<file path="src/rtl/uart_flit_deframer.sv">
// Receive-side deframer: hunts for a sync byte, gathers a payload flit MSB-first,
// verifies an XOR checksum and holds the flit in a one-entry valid/ready buffer.
module uart_flit_deframer #(
    parameter int          FLIT_BYTES     = 8,
    parameter logic [7:0]  SYNC_BYTE      = 8'hA5,
    parameter int          TIMEOUT_CYCLES = 100000
) (
    input  logic                    clk,
    input  logic                    reset,
    input  logic [7:0]              rx_data,
    input  logic                    rx_data_valid,
    output logic [8*FLIT_BYTES-1:0] flit_data,
    output logic                    flit_valid,
    input  logic                    flit_ready,
    output logic                    crc_err,
    output logic                    timeout_err,
    output logic                    overflow,
    output logic                    busy
);
    localparam int FLIT_WIDTH = 8 * FLIT_BYTES;
    localparam int CNT_W      = $clog2(FLIT_BYTES + 1);
    localparam int TMR_W      = $clog2(TIMEOUT_CYCLES + 1);

    typedef enum logic [1:0] {
        S_IDLE    = 2'd0,
        S_PAYLOAD = 2'd1,
        S_CHECK   = 2'd2
    } state_t;

    state_t                  r_state;
    state_t                  w_state_next;
    logic [CNT_W-1:0]        r_byte_cnt;
    logic [TMR_W-1:0]        r_timer;
    logic [FLIT_WIDTH-1:0]   r_shift;
    logic [7:0]              r_csum;
    logic [FLIT_WIDTH-1:0]   r_flit_data;
    logic                    r_flit_valid;
    logic                    r_crc_err;
    logic                    r_timeout_err;
    logic                    r_overflow;
    logic                    r_busy;

    logic                    w_frame_start;
    logic                    w_shift_en;
    logic                    w_csum_ok;
    logic                    w_csum_bad;
    logic                    w_timeout;
    logic                    w_expire;
    logic                    w_buf_free;
    logic                    w_load;
    logic                    w_overflow;

    // A strobe always wins over expiry, so expiry is only acted on in strobe-less cycles.
    assign w_expire = (r_timer == TMR_W'(TIMEOUT_CYCLES - 1));

    always_comb begin
        w_state_next  = r_state;
        w_frame_start = 1'b0;
        w_shift_en    = 1'b0;
        w_csum_ok     = 1'b0;
        w_csum_bad    = 1'b0;
        w_timeout     = 1'b0;
        case (r_state)
            S_IDLE: begin
                if (rx_data_valid && rx_data == SYNC_BYTE) begin
                    w_state_next  = S_PAYLOAD;
                    w_frame_start = 1'b1;
                end
            end
            S_PAYLOAD: begin
                if (rx_data_valid) begin
                    w_shift_en = 1'b1;
                    if (r_byte_cnt == CNT_W'(FLIT_BYTES - 1)) begin
                        w_state_next = S_CHECK;
                    end
                end else if (w_expire) begin
                    w_timeout    = 1'b1;
                    w_state_next = S_IDLE;
                end
            end
            S_CHECK: begin
                if (rx_data_valid) begin
                    w_state_next = S_IDLE;
                    if (rx_data == r_csum) begin
                        w_csum_ok = 1'b1;
                    end else begin
                        w_csum_bad = 1'b1;
                    end
                end else if (w_expire) begin
                    w_timeout    = 1'b1;
                    w_state_next = S_IDLE;
                end
            end
            default: begin
                w_state_next = S_IDLE;
            end
        endcase
    end

    // Buffer is free if empty or being drained in this very cycle.
    assign w_buf_free = !r_flit_valid || flit_ready;
    assign w_load     = w_csum_ok && w_buf_free;
    assign w_overflow = w_csum_ok && !w_buf_free;

    always_ff @(posedge clk or negedge reset) begin
        if (!reset) begin
            r_state <= S_IDLE;
        end else begin
            r_state <= w_state_next;
        end
    end

    always_ff @(posedge clk or negedge reset) begin
        if (!reset) begin
            r_byte_cnt    <= '0;
            r_timer       <= '0;
            r_shift       <= '0;
            r_csum        <= '0;
            r_flit_data   <= '0;
            r_flit_valid  <= 1'b0;
            r_crc_err     <= 1'b0;
            r_timeout_err <= 1'b0;
            r_overflow    <= 1'b0;
            r_busy        <= 1'b0;
        end else begin
            if (r_state == S_IDLE || rx_data_valid || w_timeout) begin
                r_timer <= '0;
            end else begin
                r_timer <= r_timer + 1'b1;
            end

            if (w_frame_start) begin
                r_byte_cnt <= '0;
                r_csum     <= '0;
            end else if (w_shift_en) begin
                r_byte_cnt <= r_byte_cnt + 1'b1;
                r_csum     <= r_csum ^ rx_data;
                r_shift    <= (r_shift << 8) | FLIT_WIDTH'(rx_data);
            end

            if (w_load) begin
                r_flit_data  <= r_shift;
                r_flit_valid <= 1'b1;
            end else if (flit_ready) begin
                r_flit_valid <= 1'b0;
            end

            r_crc_err     <= w_csum_bad;
            r_timeout_err <= w_timeout;
            r_overflow    <= w_overflow;
            r_busy        <= (w_state_next != S_IDLE);
        end
    end

    assign flit_data   = r_flit_data;
    assign flit_valid  = r_flit_valid;
    assign crc_err     = r_crc_err;
    assign timeout_err = r_timeout_err;
    assign overflow    = r_overflow;
    assign busy        = r_busy;

endmodule
</file>
<file path="config.mk">
export PLATFORM = sky130hd
export DESIGN_NAME = uart_flit_deframer
export DESIGN_NICKNAME = d
export VERILOG_FILES = /design/src/rtl/uart_flit_deframer.sv
export SDC_FILE = /design/constraint.sdc
export NUM_CORES = 1
export LEC_CHECK = 0
export ABC_CLOCK_PERIOD_IN_PS = 2400
export CORE_UTILIZATION = 45
export DETAILED_ROUTE_END_ITERATION = 8
export GPL_TIMING_DRIVEN = 0
export HOLD_SLACK_MARGIN = 0.15
export PLACE_DENSITY = 0.66
export SYNTH_ARGS = -nofsm -noshare
export SYNTH_HDL_FRONTEND = slang
export SYNTH_SLANG_ARGS = --single-unit
</file>
<file path="constraint.sdc">
create_clock -name clk -period 2.4 [get_ports clk]
set_input_delay 0.48 -clock clk [delete_from_list [all_inputs] [get_ports clk]]
set_output_delay 0.48 -clock clk [all_outputs]
set_load 0.02 [all_outputs]
</file>
==> results.md <==
### Global routing
- via count of the first global-routing pass: 4089
- global-route wire length before repair: 21400 um
- total gr overflow: 0
- antenna violations before repair: 0
- total routing resource utilization after global routing: 17.7%
- pin count of the biggest net entering global routing: 92

### Clock network
- Skew-Pair Late Insertion Delay: 0.42 ns
- maximum level of the CTS H-tree: 4
- CTS buffer count: 17
- total of hold buffers inserted after clock tree synthesis: 1
- setup fix buffers added after clock tree synthesis: 0
- deepest clock path buffer count: 2
- post-CTS sizing: 0
- TritonCTS sink count: 164
- root buffer cell: clkbuf_16
- clk slew on worst S/H paths: 0.06 ns
- clock tree from TritonCTS: done

### Power
- cell area power density: 968 nW/um^2
- worst IR drop on VDD: 0.578 mV
- leakage power: 4.06 nW
- Final Power: 0.00829 W

### Critical path
- biggest cell delay along the critical path: 0.51 ns
- category of the worst setup path launch point: primary input
- ordered cell list for the critical path: clkdlybuf4s50_1, xnor2_1, nand4_1, nor3_2, nand3_4, buf_6, mux2_4
- Critical Path Fanout Max: 10
- start-to-end type of the worst setup path: in -> reg
- crit path max-delay cell type: clkdlybuf4s50_1
- crit end category: register
- worst path bufs/invs: 2
- Data required, critical path: 2.70 ns
- data arrival time at the worst-slack endpoint: 2.45 ns
- Largest delay share family, worst path: buffers and inverters

### Yosys
- number of synthesized register bits: 164
- Post-Synthesis Mean Instance Area: 14.7 um^2
- sequential cell area fraction in the yosys report: 59.7%
- net count of the mapped netlist: 485
- post-synthesis instance area: 6880 um^2
- number of warnings printed during yosys synthesis: 0
- Post-Synthesis Cells: 467
- number of distinct library cells after synthesis: 39

### STA
- Max Clock Skew: 0.00774 ns
- RSZ-0062 raised after global routing: no
- Period Utilization, post-route: 89.5%
- transition time at the pin with the least slew margin: 0.568 ns
- Period minus WS final: 2.15 ns
- setup violation total in the final timing report: 0
- endpoints failing hold: 0
- Max Clk Rate: 465 MHz
- number of pins with negative max-slew slack in the final report: 0
- worst slew slack as a fraction of its limit: 62.1%
- final worst setup slack: 0.251 ns
- worst hold margin: 0.365 ns

### Placement
- weighted congestion reported at the end of routability-driven placement: 0.803
- number of placed cells counting well taps: 731
- Placement Setup Slack: -0.182 ns
- Port-buffer cells: 79
- hpwl dp: 8730 um

### Outcome
- result of the run: complete, but fails checks
- failing checks: DRC

### Min path
- Min-Delay Path Class: in -> reg

### Detailed routing
- total wire length: 12700 um
- # DRC: 7
- Initial DRC Count: 132
- Avg Vias per Cell: 5.09
- wire per inst: 16.6 um
- vias after detailed routing: 3892
- first-pass iteration count of the detailed router: 7
- final antenna-violating net count: 0

### Layout
- number of inserted diodes: 0
- proportion of layout cells with a drive suffix above 1: 30.0%
- non-filler cells, final: 764
- count of fill cells added during filler insertion: 1112
- sequential cell area: 4100 um^2
- footprint of the multi-input gates: 2620 um^2
- Area Overhead vs Synth: 24.5%
- # nets final: 585
- post-layout util: 58.2%

### Die
- DIE HEIGHT: 126 um
- Core Rows: 44
- total core area: 14700 um^2
- Die Area: 15800 um^2
- starting utilization of the core area: 46.8%
- Die Wd: 126 um
- count of pins on the block boundary: 81

### Run
- max capacitance violation total: 0

[per-layer routing]
layer  GRT usage (%)  vias up  part of all wire [%]
met3            4.32       16                   3.3
met1            24.2     1988                    48
met2            27.2       72                    47
li1                -     1816                     -
met5               0        -                     0
met4            6.89        0                   1.5
[state kept, by name, summed over array words and instances, names as in the netlist]
name,flops
flit_data,64
r_shift,64
r_timer,17
r_csum,8
r_byte_cnt,4
r_state,2
busy,1
crc_err,1
flit_valid,1
overflow,1
timeout_err,1
[cell usage after synthesis]
cell type | number | area [um^2]
clkbuf_2 | 1 | 5.00
nand4_1 | 2 | 12.5
and4b_1 | 1 | 10.0
nor3_2 | 1 | 10.0
nor4bb_1 | 1 | 10.0
clkbuf_1 | 2 | 7.51
xnor2_1 | 9 | 78.8
and4bb_2 | 2 | 25.0
or4b_1 | 1 | 10.0
and3_1 | 5 | 31.3
and4_1 | 3 | 26.3
nand3_1 | 11 | 55.1
a21oi_1 | 6 | 30.0
a31oi_4 | 1 | 21.3
nor2_1 | 34 | 128
nor4b_1 | 1 | 8.76
nand2b_1 | 1 | 6.26
nor2b_1 | 1 | 6.26
o211ai_2 | 1 | 12.5
ha_1 | 6 | 75.1
nor3_1 | 2 | 10.0
and2_1 | 5 | 31.3
a22o_1 | 2 | 17.5
a21boi_0 | 1 | 7.51
mux2_4 | 60 | 901
buf_6 | 6 | 67.6
dfrtp_1 | 164 | 4100
or3_1 | 1 | 6.26
inv_1 | 9 | 33.8
a41oi_1 | 1 | 8.76
mux2_2 | 61 | 687
xor2_1 | 25 | 219
buf_2 | 6 | 30.0
o21ai_0 | 9 | 45.0
mux2_1 | 3 | 33.8
nor3b_1 | 1 | 7.51
nand3_4 | 1 | 17.5
nand2_1 | 19 | 71.3
buf_4 | 1 | 7.51
[where the power goes]
part	internal (W)	switching, W	total [W]
Clock	0.00172	0.00108	0.00280
Combinational	0.000832	0.000674	0.00151
Sequential	0.00344	0.000544	0.00398
[worst paths after layout]
| path | from | slack [ns] | end | cells after the start |
|---|---|---|---|---|
| min in group asynchronous | reset | 0.61 | flit_data[19]$_DFFE_PN0P_ | 2 |
| max | rx_data[5] | 0.25 | flit_data[61]$_DFFE_PN0P_ | 7 |
| min | rx_data_valid | 0.37 | timeout_err$_DFF_PN0_ | 2 |
| max in group asynchronous | reset | 0.97 | r_shift[62]$_DFFE_PN0P_ | 3 |
| max reg2reg | r_state[1]$_DFF_PN0_ | 0.33 | r_shift[57]$_DFFE_PN0P_ | 6 |
| min reg2reg | r_shift[58]$_DFFE_PN0P_ | 0.50 | flit_data[58]$_DFFE_PN0P_ | 1 |
[stage by stage]
step                setup TNS (ns)  area [um^2]
floorplan                        0         6880
global placement           -934.56         7900
detailed placement          -17.54         7930
CTS                              0         8560
global route                     0         8560
finish                           0         8560
[cell families after synthesis]
logic type,Yosys count,synth area share [%]
DFF,164,59.7
AOI/OAI and AO/OA,21,2.07
and+or+nand+nor,93,7.02
buffers and inverters,25,2.20
adders and majority gates,6,1.09
xor gates and xnor gates,34,4.33
muxes,124,23.6
[cell type report]
type	instances	area share (%)
inverter	9	0.395
multi-input combinational	278	30.6
sequential	164	48.0
timing repair buffer	81	9.74
clock inverter	11	1.74
buffer	16	1.37
clock buffer	21	5.50
tap	184	2.69
[cell usage in the layout (no fill, tap or decap), types with 2 or more instances in the layout]
master	count
a21oi_1	6
a22o_1	2
and2_1	5
and3_1	5
and4_1	3
and4bb_2	2
buf_2	6
buf_6	6
bufinv_16	3
clkbuf_1	3
clkbuf_16	17
clkbuf_8	3
clkdlybuf4s50_1	78
clkinv_2	2
clkinvlp_4	3
dfrtp_1	164
ha_1	6
inv_1	9
inv_6	2
mux2_1	3
mux2_2	61
mux2_4	60
nand2_1	19
nand3_1	11
nand4_1	2
nor2_1	34
nor3_1	2
o21ai_0	9
xnor2_1	9
xor2_1	25
No activity file was read; power rests on OpenSTA's default activity.
